<file path="src/rtl/ps2_host_tx_pkg.sv">
// ---------------------------------------------------------------------------
// ps2_host_tx_pkg
//   Shared definitions for the PS/2 host-to-device transmitter:
//   - state_t        : transmitter FSM encoding (also exported for debug)
//   - ERR_*          : abort reason codes reported on err_code
//   - CMD_* / ACK_*  : common keyboard command bytes and the device ACK byte
//   - frame_payload  : builds the 9-bit {parity, data} shift-register image
// ---------------------------------------------------------------------------
package ps2_host_tx_pkg;

    typedef enum logic [2:0] {
        ST_IDLE      = 3'd0,
        ST_INHIBIT   = 3'd1,
        ST_REQ       = 3'd2,
        ST_XFER      = 3'd3,
        ST_ACK       = 3'd4,
        ST_WAIT_IDLE = 3'd5,
        ST_ERR       = 3'd6
    } state_t;

    localparam logic [1:0] ERR_NONE          = 2'b00;
    localparam logic [1:0] ERR_START_TIMEOUT = 2'b01;
    localparam logic [1:0] ERR_BIT_TIMEOUT   = 2'b10;
    localparam logic [1:0] ERR_NO_ACK        = 2'b11;

    localparam logic [7:0] CMD_SET_LEDS = 8'hED;
    localparam logic [7:0] CMD_RESET    = 8'hFF;
    localparam logic [7:0] CMD_ENABLE   = 8'hF4;
    localparam logic [7:0] ACK_BYTE     = 8'hFA;

    localparam int TIMER_W = 20;

    // Odd parity: the parity bit makes the total count of ones in
    // data+parity odd, so it is the inverted XOR-reduction of the data.
    function automatic logic [8:0] frame_payload(input logic [7:0] data);
        return {~^data, data};
    endfunction

endpackage

</file>
<file path="src/rtl/ps2_host_tx_if.sv">
// ---------------------------------------------------------------------------
// ps2_host_tx_if
//   Command-side handshake of the PS/2 host transmitter.
//   Handshake: a command is accepted on a rising clock edge where
//   tx_valid & tx_ready are both 1; tx_data is captured on that edge.
//   tx_valid seen while tx_ready is 0 is ignored, never queued. After
//   acceptance the requester watches for exactly one of tx_done or
//   tx_error (single-cycle pulses); err_code is valid with tx_error and
//   holds until the next accept.
//   Signals:
//     tx_data  [7:0]  command byte        (master -> slave)
//     tx_valid        request             (master -> slave)
//     tx_ready        idle / can accept   (slave  -> master)
//     tx_done         frame sent + ACKed  (slave  -> master)
//     tx_error        frame aborted       (slave  -> master)
//     err_code [1:0]  abort reason        (slave  -> master)
// ---------------------------------------------------------------------------
interface ps2_host_tx_if;
    logic [7:0] tx_data;
    logic       tx_valid;
    logic       tx_ready;
    logic       tx_done;
    logic       tx_error;
    logic [1:0] err_code;

    modport master (
        output tx_data, tx_valid,
        input  tx_ready, tx_done, tx_error, err_code
    );

    modport slave (
        input  tx_data, tx_valid,
        output tx_ready, tx_done, tx_error, err_code
    );
endinterface

</file>
<file path="src/rtl/ps2_host_tx_sync_edge.sv">
// ---------------------------------------------------------------------------
// ps2_host_tx_sync_edge
//   Two-flop synchronizer for one asynchronous PS/2 pad, followed by a
//   falling-edge detector on the synchronized level. Shared with the
//   receive path.
//   Ports:
//     clock, resetn : system clock, async active-low reset
//     pad           : raw pad value (asynchronous)
//     level         : synchronized pad value
//     fall          : 1 for one cycle after a synchronized 1->0 transition
// ---------------------------------------------------------------------------
module ps2_host_tx_sync_edge (
    input  logic clock,
    input  logic resetn,
    input  logic pad,
    output logic level,
    output logic fall
);
    logic meta;
    logic sync;
    logic prev;

    // Reset to 1: an idle PS/2 line is pulled high, so no spurious fall
    // is reported when reset is released.
    always_ff @(posedge clock or negedge resetn) begin
        if (!resetn) begin
            meta <= 1'b1;
            sync <= 1'b1;
            prev <= 1'b1;
        end else begin
            meta <= pad;
            sync <= meta;
            prev <= sync;
        end
    end

    assign level = sync;
    assign fall  = prev & ~sync;
endmodule

</file>
<file path="src/rtl/ps2_host_tx.sv">
// ---------------------------------------------------------------------------
// ps2_host_tx
//   PS/2 host-to-device transmitter. Sends one command byte to the device
//   over the open-drain ps2_clock/ps2_data lines: holds clock low, issues
//   request-to-send (start bit), shifts data LSB first plus odd parity on
//   device-generated falling edges, releases data for the stop bit and
//   checks the device ACK. The pad wrapper drives each line low when its
//   *_oe is 1 and leaves it high-impedance otherwise.
//   Ports:
//     clock, resetn  : system clock, async active-low reset
//     bus            : command handshake (slave side of ps2_host_tx_if)
//     rx_inhibit     : 1 while a frame is outbound; masks the receiver
//     ps2_clk_in     : raw ps2_clock pad value
//     ps2_data_in    : raw ps2_data pad value
//     ps2_clk_oe     : 1 = pull ps2_clock low
//     ps2_data_oe    : 1 = pull ps2_data low
//     state_dbg      : current FSM state
// ---------------------------------------------------------------------------
module ps2_host_tx
    import ps2_host_tx_pkg::*;
#(
    parameter int unsigned INHIBIT_CYCLES = 5000,
    parameter int unsigned START_TIMEOUT  = 750000,
    parameter int unsigned BIT_TIMEOUT    = 10000
) (
    input  logic          clock,
    input  logic          resetn,
    ps2_host_tx_if.slave  bus,
    output logic          rx_inhibit,
    input  logic          ps2_clk_in,
    input  logic          ps2_data_in,
    output logic          ps2_clk_oe,
    output logic          ps2_data_oe,
    output state_t        state_dbg
);
    // Terminal counts: the timer starts at 0 on entry, so a limit of N
    // cycles is reached when the timer shows N-1.
    localparam logic [TIMER_W-1:0] INH_LAST   = TIMER_W'(INHIBIT_CYCLES - 1);
    localparam logic [TIMER_W-1:0] START_LAST = TIMER_W'(START_TIMEOUT - 1);
    localparam logic [TIMER_W-1:0] BIT_LAST   = TIMER_W'(BIT_TIMEOUT - 1);
    localparam logic [TIMER_W-1:0] TIMER_MAX  = '1;

    logic clk_s;
    logic clk_fall;
    logic data_s;
    logic data_fall_unused;

    ps2_host_tx_sync_edge u_clk_sync (
        .clock  (clock),
        .resetn (resetn),
        .pad    (ps2_clk_in),
        .level  (clk_s),
        .fall   (clk_fall)
    );

    ps2_host_tx_sync_edge u_data_sync (
        .clock  (clock),
        .resetn (resetn),
        .pad    (ps2_data_in),
        .level  (data_s),
        .fall   (data_fall_unused)
    );

    state_t               state, state_n;
    logic [TIMER_W-1:0]   timer, timer_n;
    logic [3:0]           bitcnt, bitcnt_n;
    logic [8:0]           sh, sh_n;
    logic                 data_oe_q, data_oe_n;
    logic [1:0]           err_q, err_n;
    logic [TIMER_W-1:0]   limit_last;
    logic                 timed_out;
    logic                 done_c;
    logic                 error_c;

    always_ff @(posedge clock or negedge resetn) begin
        if (!resetn) begin
            state     <= ST_IDLE;
            timer     <= '0;
            bitcnt    <= '0;
            sh        <= '0;
            data_oe_q <= 1'b0;
            err_q     <= ERR_NONE;
        end else begin
            state     <= state_n;
            timer     <= timer_n;
            bitcnt    <= bitcnt_n;
            sh        <= sh_n;
            data_oe_q <= data_oe_n;
            err_q     <= err_n;
        end
    end

    // Until the device produces its first falling edge (bitcnt still 0 in
    // XFER) it gets the long start allowance; afterwards every gap is
    // bounded by the per-bit limit.
    always_comb begin
        limit_last = BIT_LAST;
        if (state == ST_INHIBIT) begin
            limit_last = INH_LAST;
        end else if (state == ST_XFER && bitcnt == 4'd0) begin
            limit_last = START_LAST;
        end
        timed_out = (timer >= limit_last);
    end

    always_comb begin
        state_n    = state;
        timer_n    = (timer == TIMER_MAX) ? timer : timer + 1'b1;
        bitcnt_n   = bitcnt;
        sh_n       = sh;
        data_oe_n  = data_oe_q;
        err_n      = err_q;
        ps2_clk_oe = 1'b0;
        done_c     = 1'b0;
        error_c    = 1'b0;

        unique case (state)
            ST_IDLE: begin
                timer_n   = '0;
                data_oe_n = 1'b0;
                if (bus.tx_valid) begin
                    state_n  = ST_INHIBIT;
                    err_n    = ERR_NONE;
                    sh_n     = frame_payload(bus.tx_data);
                    bitcnt_n = '0;
                end
            end

            ST_INHIBIT: begin
                ps2_clk_oe = 1'b1;
                if (timed_out) begin
                    state_n   = ST_REQ;
                    data_oe_n = 1'b1;   // start bit
                end
            end

            ST_REQ: begin
                ps2_clk_oe = 1'b1;
                state_n    = ST_XFER;
                timer_n    = '0;
                bitcnt_n   = '0;
            end

            // Data only changes right after a device falling edge, so it is
            // stable for the device's rising-edge sample. A fall in the same
            // cycle as a timeout takes priority.
            ST_XFER: begin
                if (clk_fall) begin
                    timer_n = '0;
                    if (bitcnt < 4'd9) begin
                        data_oe_n = ~sh[0];
                        sh_n      = {1'b0, sh[8:1]};
                        bitcnt_n  = bitcnt + 4'd1;
                    end else begin
                        data_oe_n = 1'b0;       // stop bit: release
                        bitcnt_n  = 4'd10;
                        state_n   = ST_ACK;
                    end
                end else if (timed_out) begin
                    state_n   = ST_ERR;
                    data_oe_n = 1'b0;
                    err_n     = (bitcnt == 4'd0) ? ERR_START_TIMEOUT : ERR_BIT_TIMEOUT;
                end
            end

            ST_ACK: begin
                if (clk_fall) begin
                    timer_n = '0;
                    if (!data_s) begin
                        state_n = ST_WAIT_IDLE;
                    end else begin
                        state_n = ST_ERR;
                        err_n   = ERR_NO_ACK;
                    end
                end else if (timed_out) begin
                    state_n = ST_ERR;
                    err_n   = ERR_BIT_TIMEOUT;
                end
            end

            ST_WAIT_IDLE: begin
                if (clk_s && data_s) begin
                    done_c  = 1'b1;
                    state_n = ST_IDLE;
                end else if (timed_out) begin
                    state_n = ST_ERR;
                    err_n   = ERR_BIT_TIMEOUT;
                end
            end

            ST_ERR: begin
                error_c   = 1'b1;
                data_oe_n = 1'b0;
                state_n   = ST_IDLE;
            end

            default: begin
                state_n   = ST_IDLE;
                data_oe_n = 1'b0;
            end
        endcase
    end

    assign ps2_data_oe  = data_oe_q;
    assign rx_inhibit   = (state != ST_IDLE);
    assign bus.tx_ready = (state == ST_IDLE);
    assign bus.tx_done  = done_c;
    assign bus.tx_error = error_c;
    assign bus.err_code = err_q;
    assign state_dbg    = state;
endmodule

</file>
<file path="src/flat_wrapper.sv">
// flat-port wrapper written by rule: the top's interface ports become plain ports
module ps2_host_tx_flat import ps2_host_tx_pkg::*;
#(
    parameter int unsigned INHIBIT_CYCLES = 5000,
    parameter int unsigned START_TIMEOUT  = 750000,
    parameter int unsigned BIT_TIMEOUT    = 10000
)
  (clock, resetn, rx_inhibit, ps2_clk_in, ps2_data_in, ps2_clk_oe, ps2_data_oe, state_dbg, bus_tx_data, bus_tx_valid, bus_tx_ready, bus_tx_done, bus_tx_error, bus_err_code);
  ps2_host_tx_if bus_i ();
  input  logic clock;
  input  logic resetn;
  output logic rx_inhibit;
  input  logic ps2_clk_in;
  input  logic ps2_data_in;
  output logic ps2_clk_oe;
  output logic ps2_data_oe;
  output state_t state_dbg;
  input wire logic [$bits(bus_i.tx_data)-1:0] bus_tx_data;
  input wire logic [$bits(bus_i.tx_valid)-1:0] bus_tx_valid;
  output wire logic [$bits(bus_i.tx_ready)-1:0] bus_tx_ready;
  output wire logic [$bits(bus_i.tx_done)-1:0] bus_tx_done;
  output wire logic [$bits(bus_i.tx_error)-1:0] bus_tx_error;
  output wire logic [$bits(bus_i.err_code)-1:0] bus_err_code;
  assign bus_i.tx_data = bus_tx_data;
  assign bus_i.tx_valid = bus_tx_valid;
  assign bus_tx_ready = bus_i.tx_ready;
  assign bus_tx_done = bus_i.tx_done;
  assign bus_tx_error = bus_i.tx_error;
  assign bus_err_code = bus_i.err_code;
  ps2_host_tx #(.INHIBIT_CYCLES(INHIBIT_CYCLES), .START_TIMEOUT(START_TIMEOUT), .BIT_TIMEOUT(BIT_TIMEOUT)) u_core (.clock(clock), .resetn(resetn), .bus(bus_i), .rx_inhibit(rx_inhibit), .ps2_clk_in(ps2_clk_in), .ps2_data_in(ps2_data_in), .ps2_clk_oe(ps2_clk_oe), .ps2_data_oe(ps2_data_oe), .state_dbg(state_dbg));
endmodule
</file>
<file path="config.mk">
export PLATFORM = sky130hd
export DESIGN_NAME = ps2_host_tx_flat
export DESIGN_NICKNAME = d
export VERILOG_FILES = /design/src/rtl/ps2_host_tx_pkg.sv /design/src/rtl/ps2_host_tx_if.sv /design/src/rtl/ps2_host_tx_sync_edge.sv /design/src/rtl/ps2_host_tx.sv /design/src/flat_wrapper.sv
export SDC_FILE = /design/constraint.sdc
export NUM_CORES = 1
export LEC_CHECK = 0
export CAP_MARGIN = 30
export CORE_UTILIZATION = 58
export DETAILED_ROUTE_END_ITERATION = 7
export PLACE_DENSITY_LB_ADDON = 0.25
export SYNTH_ARGS = -nofsm -noshare
export SYNTH_HDL_FRONTEND = slang
export SYNTH_SLANG_ARGS = --single-unit
</file>
<file path="constraint.sdc">
create_clock -name clock -period 3.6 [get_ports clock]
set_input_delay 0.72 -clock clock [delete_from_list [all_inputs] [get_ports clock]]
set_output_delay 0.72 -clock clock [all_outputs]
set_load 0.1 [all_outputs]
</file>
## Word-level counts from Yosys, hierarchy flattened

Cells that the tools add are included.

| cells by class | value |
|---|---|
| eq/ne operators | 17 |
| reductions and logical operators | 18 |
| bitwise operators | 4 |
| shift-type cells | 0 |
| $lt $le $gt $ge | 2 |
| div/mod/pow operators | 0 |
| muxes and demuxes | 40 |
| add/subtract/negate cells | 2 |
| multiply operators | 0 |

Operator list:

| cell | count |
|---|---|
| 20-bit two-way mux | 4 |
| 20-bit one-hot mux with 2 select lines | 1 |
| 9-bit two-way mux | 3 |
| 3-bit two-way mux | 7 |
| 20-bit by 1-bit adder with 20-bit output (second input constant) | 1 |
| 20-bit == test (second input constant) | 1 |
| 20-bit >= comparator | 1 |
| 2-bit two-way mux | 9 |
| 3-bit one-hot mux with 6 select lines | 1 |
| 9-bit one-hot mux with 2 select lines | 1 |
| 4-bit two-way mux | 3 |
| 4-bit one-hot mux with 3 select lines | 1 |
| 3-bit == test (second input constant) | 3 |
| 3-bit AND reduction | 3 |
| 1-bit two-way mux | 8 |
| 2-bit != test (second input constant) | 4 |
| 2-bit one-hot mux with 4 select lines | 1 |
| 8-bit XNOR reduction | 1 |
| 3-bit by 2-bit == test with 1-bit output (second input constant) | 2 |
| 2-bit by 1-bit != test with 1-bit output (second input constant) | 3 |
| 3-bit != test (second input constant) | 2 |
| 6-bit AND reduction | 1 |
| 3-bit nonzero test | 2 |
| 2-bit OR reduction | 3 |
| other kinds (14) | 17 |

| word-level totals | value |
|---|---|
| memories | 0 |
| ROM bits | 0 |
| latch bits | 0 |
| bits of input ports | 13 |
| bits in writable memories | 0 |
| bits in registers | 44 |

## Longest topological paths before layout

Gate-level depths: netlist of run 1.

| logic depth | value |
|---|---|
| depth after elaboration | 8 |
| depth in mapped cells | 11 |
| depth with buffers taken out | 11 |

## Hierarchy

A second synthesis of run 1 with hierarchy kept.

| second synthesis, totals | value |
|---|---|
| cells, all modules | 317 |
| area, all modules | 2866.5 um^2 |

Modules (own cells, without submodules):

| module | area each (um^2) | seq. area each (um^2) | times used | cells each |
|---|---|---|---|---|
| ps2_host_tx | 2681.3 | 975.9 | 1 | 309 |
| ps2_host_tx_sync_edge | 92.6 | 78.8 | 2 | 4 |

## Worst setup path after synthesis of run 1

OpenSTA, ideal clock, no wires.

| timing path | value |
|---|---|
| path kind | register to output |
| start point | register u_core.state[1] (netlist: u_core.state_dbg[1]) |
| end point | output ps2_clk_oe |
| arrival | 3.100 ns |
| data required time | 2.880 ns |
| slack | -0.220 ns |
| stages on the path, launching flop included | 6 |
| cells stage by stage | dfrtp_1 > clkbuf_1 > clkbuf_1 > buf_1 > xnor2_1 > nor2_1 |

| between the ends | value |
|---|---|
| cells in the longest elaborated chain, start to end | 3 |
| elaborated cells between the ends (all ways) | 4 |

Ends and longest elaborated chain:

| what | line | text |
|---|---|---|
| start: declaration | ps2_host_tx.sv:64 | `state_t state, state_n;` |
| start signal: assignment | ps2_host_tx.sv:84 | `state <= state_n;` |
| 3-bit by 2-bit == test with 1-bit output or 3-bit by 1-bit == test with 1-bit output (tied branches) | ps2_host_tx.sv:117 | `unique case (state)` |
| 2-bit OR reduction (no line) * | - |  |
| 1-bit two-way mux * | ps2_host_tx.sv:117 |  |
| end: declaration | flat_wrapper.sv:15 | `output logic ps2_clk_oe;` |

Every way passes the cells marked *; elsewhere a longest branch is shown, timed or not.

## Final worst setup path of run 1

| timing path | value |
|---|---|
| start point | register u_core.bitcnt[1] |
| end point | register u_core.data_oe_q (netlist: u_core.ps2_data_oe) |

| between the ends | value |
|---|---|
| cells in the longest elaborated chain, start to end | 7 |
| elaborated cells between the ends (all ways) | 12 |

Ends and longest elaborated chain:

| what | line | text |
|---|---|---|
| start: declaration | ps2_host_tx.sv:66 | `logic [3:0] bitcnt, bitcnt_n;` |
| start signal: assignment | ps2_host_tx.sv:86 | `bitcnt <= bitcnt_n;` |
| 4-bit zero test | ps2_host_tx.sv:100 | `end else if (state == ST_XFER && bitcnt == 4'd0) begin` |
| 1-bit logical AND | ps2_host_tx.sv:100 |  |
| 20-bit two-way mux | ps2_host_tx.sv:100 |  |
| 20-bit two-way mux | ps2_host_tx.sv:98 | `if (state == ST_INHIBIT) begin` |
| 20-bit >= comparator | ps2_host_tx.sv:103 | `timed_out = (timer >= limit_last);` |
| 3-bit by 1-bit != test with 1-bit output (no line) or 2-bit by 1-bit != test with 1-bit output (tied branches) | - |  |
| 3-bit AND reduction (no line) | - |  |
| end signal: assignment | ps2_host_tx.sv:88 | `data_oe_q <= data_oe_n;` |
| end: declaration | ps2_host_tx.sv:68 | `logic data_oe_q, data_oe_n;` |

Parallel ways exist; a longest one is shown, timed or not.
A chain may end at the register's enable or synchronous reset.

==> key figures, run 1 <==
Critical path
  • Critical path buffers and inverters: 1
  • CP top delay family: simple AND/OR/NAND/NOR gates
  • Ordered cell list for the critical path: inv_1 > ha_1 > nor3b_2 > nand2_1 > ha_1 > and4b_1 > nand4b_1 > nor4_1 > a211oi_4 > a32o_1 > o2111a_1
  • CP max-delay cell: nor4_1
  • Max incr delay on CP: roughly 0.45 ns
  • Worst path arrival time: about 3.2 ns
  • CP max FO: 8
  • Critical Path RT: 3.80 ns
  • Most used cell, CP: ha_1
  • CP Capture Type: register
  • Setup CP Type: register to register
  • Crit start category: register

Pwr
  • PwrDens: 303.9 nW/um2
  • Maximum vdd drop: about 0.23 mV
  • Total power: 931.1 uW
  • Pleak: between 0.001 and 0.0015 uW

Synthesis
  • Post-synth EDFFs: 0
  • Synthesized area per cell: between 8 and 9 um2
  • #FFs+latches synth: 44
  • Mapped Nets: roughly 330
  • Post-Syn Area: ~2700 um2
  • Asr flop ratio synth: 1.000
  • Synth Instances: 303
  • Ys flop type: dfrtp_1
  • Syn. warnings: 0
  • Sequential share of the synthesized area: 0.4137
  • Library cells used by synthesis: between 50 and 60

Job
  • Max-Cap Viols: 0

Global route
  • GRT Util Overall: 0.2530
  • First-pass GRT wire length: approximately 10000 um
  • Largest net degree at the start of global routing: 45
  • Initial antenna violation count: 0
  • Grt total ovfl: 0
  • Vias in the first global route: 2128

Floorplan
  • Die Ht: 69.93 um
  • Core area: about 4400 um2
  • Die area: 4890 um2
  • Die X-Extent: roughly 70 um
  • Rows: 24
  • # IOs: 24
  • Starting Density: 0.6104

Routing
  • # DRC: 0
  • Routed len/inst: about 15 um
  • Routed WL: 5661 um
  • 1st-iter DRT viols: 150
  • Via/cell ratio: 6.003
  • Via count: 2275
  • Antenna Violating Nets Remaining: 0
  • DRT Pass-1 Iters: 4

Clock network
  • CTS root buf: clkbuf_8
  • H-Tree Level Count: 2
  • Cts hold-fix bufs: 0
  • CTS sink cnt: 44
  • Worst-path clk slew: 0.09 ns
  • Num CTS Buffers: 5
  • Cts repair resizes: 0
  • CTS max path bufs: 2
  • Clock latency on the worst-skew pair: about 0.3 ns
  • Post-CTS setup buffers: 0
  • CTS tree: yes

Timing
  • Max-slew violations: 0
  • RSZ-0062 raised after global routing: false
  • Crit share post-route: 0.8409
  • Final setup viols: 0
  • Period minus WS final: ~3 ns
  • Clock Skews: between 0.009 and 0.01 ns
  • Hold_ws: ~0.3 ns
  • Slew margin rel.: 0.3560
  • Worst-margin pin slew: 0.9629 ns
  • Fmax: 330.3 MHz
  • TNS Setup: 0 ns
  • Final hold violation count: 0

Placed design
  • Placed Instances: 370
  • Port bufs: 23
  • Routability Congestion: 0.8759
  • Detailed placer's ending HPWL: 3920 um

Finish
  • Share of layout cells above drive strength 1: 0.1101
  • FILL cells: roughly 350
  • Core Util, Final: 0.6989
  • Most frequent cells in the layout: 42 x nand2_1, 39 x nor2_1, 39 x dfrtp_1
  • Layout Cells excl Fill: between 300 and 400
  • Commonest non-fill, non-tap cell in the layout: nand2_1
  • Antenna Cells: 0
  • Layout area overhead: 14.49%
  • Final nets: 352

Run status
  • Status: completed

Min path
  • Worst hold path type: primary input to async pin
## per-layer routing
| layer | vias to the layer above | track usage | routed length [um] |
|---|---|---|---|
| li1 | 1119 | - | - |
| met5 | - | 0 | 0 |
| met2 | 60 | 0.3878 | 2536 |
| met1 | 1085 | 0.3627 | 2811 |
| met3 | 11 | 0.05195 | 226 |
| met4 | 0 | 0.07778 | 87 |
## cell usage after synthesis (2+ instances only)
cell / number / share of area
nand2_1: 42 / 0.059
nor2_1: 40 / 0.056
dfrtp_1: 39 / 0.36
nand3_1: 16 / 0.030
xor2_1: 14 / 0.046
ha_1: 13 / 0.061
o21ai_0: 11 / 0.021
a21oi_1: 10 / 0.019
clkbuf_1: 10 / 0.014
inv_1: 10 / 0.014
a31oi_1: 9 / 0.021
xnor2_1: 9 / 0.029
nand4_1: 7 / 0.016
and3_1: 5 / 0.012
dfstp_2: 5 / 0.049
nand2b_1: 5 / 0.012
mux2i_1: 4 / 0.015
nor2b_1: 4 / 0.0093
nor3_1: 4 / 0.0075
nor4_1: 3 / 0.0070
o22ai_1: 3 / 0.0070
and2_1: 2 / 0.0047
and4_1: 2 / 0.0065
o2111a_1: 2 / 0.0084
o221ai_1: 2 / 0.0065
o2bb2ai_1: 2 / 0.0065
or3_1: 2 / 0.0047
## state kept, by name, summed over array words and instances (netlist names)
| register | count |
|---|---|
| u_core.sh | 9 |
| u_core.u_data_sync.meta | 1 |
| u_core.ps2_data_oe | 1 |
| u_core.u_clk_sync.meta | 1 |
| u_core.bitcnt | 4 |
| u_core.timer | 20 |
| u_core.u_clk_sync.level | 1 |
| u_core.u_clk_sync.prev | 1 |
| u_core.u_data_sync.level | 1 |
| u_core.state_dbg | 3 |
| u_core.bus.err_code | 2 |
## cell type report
class / count / area (um2) / area share
repair buffers: 29 / 262.8 / 0.08575
flip-flops and latches: 44 / 1107 / 0.3614
multi-input cells: 236 / 1480 / 0.4831
well taps: 52 / 65.06 / 0.02123
clock buffers: 5 / 68.82 / 0.02246
clock inverters: 3 / 42.54 / 0.01388
inverters: 10 / 37.54 / 0.01225
## cells by family after synthesis
kind of cell,after synthesis,synth area share
flip-flops,44,0.4137
buffers and inverters,23,0.03413
AO/OA/AOI/OAI,56,0.1496
adder cells (fa/ha/maj),14,0.06452
multiplexers,4,0.01496
AND/OR/NAND/NOR,139,0.2478
XOR/XNOR,23,0.07527
## power breakdown
part           switching, uW  internal [uW]  total [uW]
logic                   23.1           23.8        47.0
clock network            177            205         382
registers               3.00            499         502
total                    203            728         931
## stage by stage
stage | cell area (um2) | setup slack [ns]
2_1_floorplan | 2679 | 0.07195
3_3_place_gp | 2933 | 0.7226
3_5_place_dp | 2933 | 0.6399
4_1_cts | 3044 | 0.5911
5_1_grt | 3064 | 0.3485
6_report | 3064 | 0.5726
## path summary, 6_finish.rpt
check,startpoint,endpoint,slack [ns],cells past startpoint
max,u_core.bitcnt[1]$_DFFE_PN0P_,u_core.ps2_data_oe$_DFFE_PN0P_,0.57,11
min,resetn,u_core.bitcnt[2]$_DFFE_PN0P_,0.30,1
min in group clock,u_core.u_data_sync.meta$_DFF_PN1_,u_core.u_data_sync.level$_DFF_PN1_,0.36,0
max reg2reg,u_core.bitcnt[1]$_DFFE_PN0P_,u_core.ps2_data_oe$_DFFE_PN0P_,0.57,11
max in group asynchronous,resetn,u_core.u_clk_sync.prev$_DFF_PN1_,2.75,2
min reg2reg,u_core.u_data_sync.meta$_DFF_PN1_,u_core.u_data_sync.level$_DFF_PN1_,0.36,0
Power figures use the tool's default switching activity.
==> inputs of run 2 (changes only) <==
clock period = 3 ns   (was 3.6 ns; I/O delays follow)
==> run 2 against run 1 <==
Routed wire length grew 7.0%; setup slack worse by 0.42 ns; global-route usage is 1.4 points higher; final cell count grew 1.1%; design area up 3.0%; register-to-register slack got worse by 0.42 ns; critical path depth unchanged; core utilization grew 2.1 points; critical path type unchanged; largest cell class unchanged.
==> key figures, run 2 (synthesis gave the netlist of run 1 again) <==
Global route
  • First-pass GRT wire length: 10360 um
  • GRT Util Overall: 0.2666
  • Largest net degree at the start of global routing: 34
  • Vias in the first global route: 2233
  • Initial antenna violation count: 0
  • Grt total ovfl: 0

Timing
  • Fmax: between 300 and 400 MHz
  • Worst-margin pin slew: between 0.7 and 0.8 ns
  • TNS Setup: 0 ns
  • Slew margin rel.: 0.5143
  • Crit share post-route: 0.9491
  • Final setup viols: 0
  • Period minus WS final: 2.847 ns
  • Max-slew violations: 0
  • Clock Skews: 0.01398 ns
  • Final hold violation count: 0

Finish
  • Biggest register: u_core.timer
  • Max reg flops: 20
  • Layout area overhead: 17.95%
  • Core Util, Final: 0.7200
  • Layout Cells excl Fill: 383
  • Most frequent cells in the layout: 41 x nand2_1, 39 x nor2_1, 36 x dfrtp_1
  • Largest registers: u_core.timer (20), u_core.sh (9), u_core.bitcnt (4)
  • Antenna Cells: 0
  • FILL cells: 326
  • Final nets: 356
  • Share of layout cells above drive strength 1: 0.1662
  • Commonest non-fill, non-tap cell in the layout: nand2_1

Pwr
  • Maximum vdd drop: ~0.28 mV
  • Pleak: between 0.001 and 0.0015 uW
  • PwrDens: 357.9 nW/um2
  • Total power: 1130 uW

Routing
  • Via count: between 2000 and 2500
  • Via/cell ratio: 6.151
  • Antenna Violating Nets Remaining: 0
  • 1st-iter DRT viols: 250
  • DRT Pass-1 Iters: 5
  • Routed WL: around 6100 um
  • # DRC: 0
  • Routed len/inst: around 16 um

Clock network
  • CTS tree: yes
  • Worst-path clk slew: 0.10 ns
  • CTS root buf: clkbuf_8
  • CTS sink cnt: 44
  • CTS max path bufs: 2
  • Clock latency on the worst-skew pair: 0.31 ns
  • H-Tree Level Count: 2
  • Num CTS Buffers: 5
  • Cts hold-fix bufs: 0

Critical path
  • CP max FO: 7
  • Worst path arrival time: 3.04 ns
  • Crit start category: register
  • Worst R2R Path Depth: 11
  • R2R Setup Slk: 0.15 ns
  • Critical Path RT: 3.20 ns
  • Worst R2R Start: u_core.bitcnt[0]$_DFFE_PN0P_
  • Setup CP Type: register to register
  • CP Capture Type: register
  • Worst R2R End: u_core.ps2_data_oe$_DFFE_PN0P_

Placed design
  • Port bufs: 23
  • Detailed placer's ending HPWL: 4057 um
  • Placed Instances: between 300 and 400
  • Routability Congestion: 0.8504

Floorplan
  • Rows: 24
  • Starting Density: 0.6104
  • Die area: 4890 um2
  • # IOs: 24
  • Core area: 4384 um2
  • Die Ht: 69.93 um
  • Die X-Extent: 69.93 um

Job
  • Max-Cap Viols: 0

Run status
  • Status: completed

Min path
  • Worst hold path type: primary input to async pin
-- run 2: cell types whose count changed in the layout (fill, tap and decap cells not counted), sizes merged --
cell	delta
buf	+7
clkdlybuf4s50	-3
clkinv	-1
clkinvlp	+1
-- run 2: metal layers --
metal	track usage	vias up	part of all wire
met4	0.08667	0	0.013
met1	0.3732	1132	0.47
met2	0.4241	85	0.46
met5	0	-	0
met3	0.04473	10	0.054
li1	-	1129	-
-- run 2: layout make-up --
type	instances	area, um2	share of cell area
well taps	52	65.06	0.02061
flip-flops and latches	44	1114	0.3528
multi-input cells	236	1549	0.4907
repair buffers	33	272.8	0.08641
inverters	10	41.29	0.01308
clock inverters	3	46.29	0.01467
clock buffers	5	68.82	0.02180
-- run 2: per-stage QoR --
| stage | worst slack [ns] | hold slack, ns | cell area (um2) |
|---|---|---|---|
| 3_5_place_dp | -0.06056 | 0.3481 | 2944 |
| 3_3_place_gp | 0.1002 | 0.3467 | 2944 |
| 5_1_grt | -0.02534 | 0.3620 | 3157 |
| 6_report | 0.1528 | 0.3336 | 3157 |
| 4_1_cts | 0.04782 | 0.3617 | 3072 |
| 2_1_floorplan | 0.02224 | 0.3044 | 2693 |
-- run 2: timing repair --
action | 4_1_cts | 5_1_grt
gates cloned | 0 | 0
pin swaps | 0 | 5
buffers inserted | 0 | 4
gates resized for setup | 2 | 9
endpoints found under the setup margin | 3 | 6
-- run 2: worst max path at each step --
| stage | start | to | slack, ns | cells past startpoint |
|---|---|---|---|---|
| detailed placement | u_core.bitcnt[0]$_DFFE_PN0P_ | u_core.ps2_data_oe$_DFFE_PN0P_ | -0.06 | 11 |
| floorplan | u_core.state_dbg[2]$_DFFE_PN0P_ | u_core.ps2_data_oe$_DFFE_PN0P_ | 0.02 | 10 |
| finish | u_core.bitcnt[0]$_DFFE_PN0P_ | u_core.ps2_data_oe$_DFFE_PN0P_ | 0.15 | 11 |
| CTS | u_core.bitcnt[0]$_DFFE_PN0P_ | u_core.ps2_data_oe$_DFFE_PN0P_ | 0.05 | 11 |
| global route | u_core.bitcnt[0]$_DFFE_PN0P_ | u_core.ps2_data_oe$_DFFE_PN0P_ | -0.03 | 11 |
| global placement | u_core.bitcnt[0]$_DFFE_PN0P_ | u_core.ps2_data_oe$_DFFE_PN0P_ | 0.10 | 11 |
-- run 2: critical path, stage by stage, from the launching register on --
cell and delay (ns):
dfrtp_1 0.37, inv_1 0.08, ha_1 0.21, nor3b_4 0.17
o21ai_0 0.30, inv_1 0.09, ha_1 0.29, a211oi_1 0.37
nor4_4 0.10, a211oi_4 0.40, nand3_2 0.13, o2111a_1 0.24
-- run 2: power breakdown --
part / internal, uW / total [uW] / switching (uW)
Clock: 251 / 473 / 222
Combinational: 26.8 / 54.5 / 27.7
Sequential: 599 / 602 / 3.60
Total: 876 / 1130 / 253
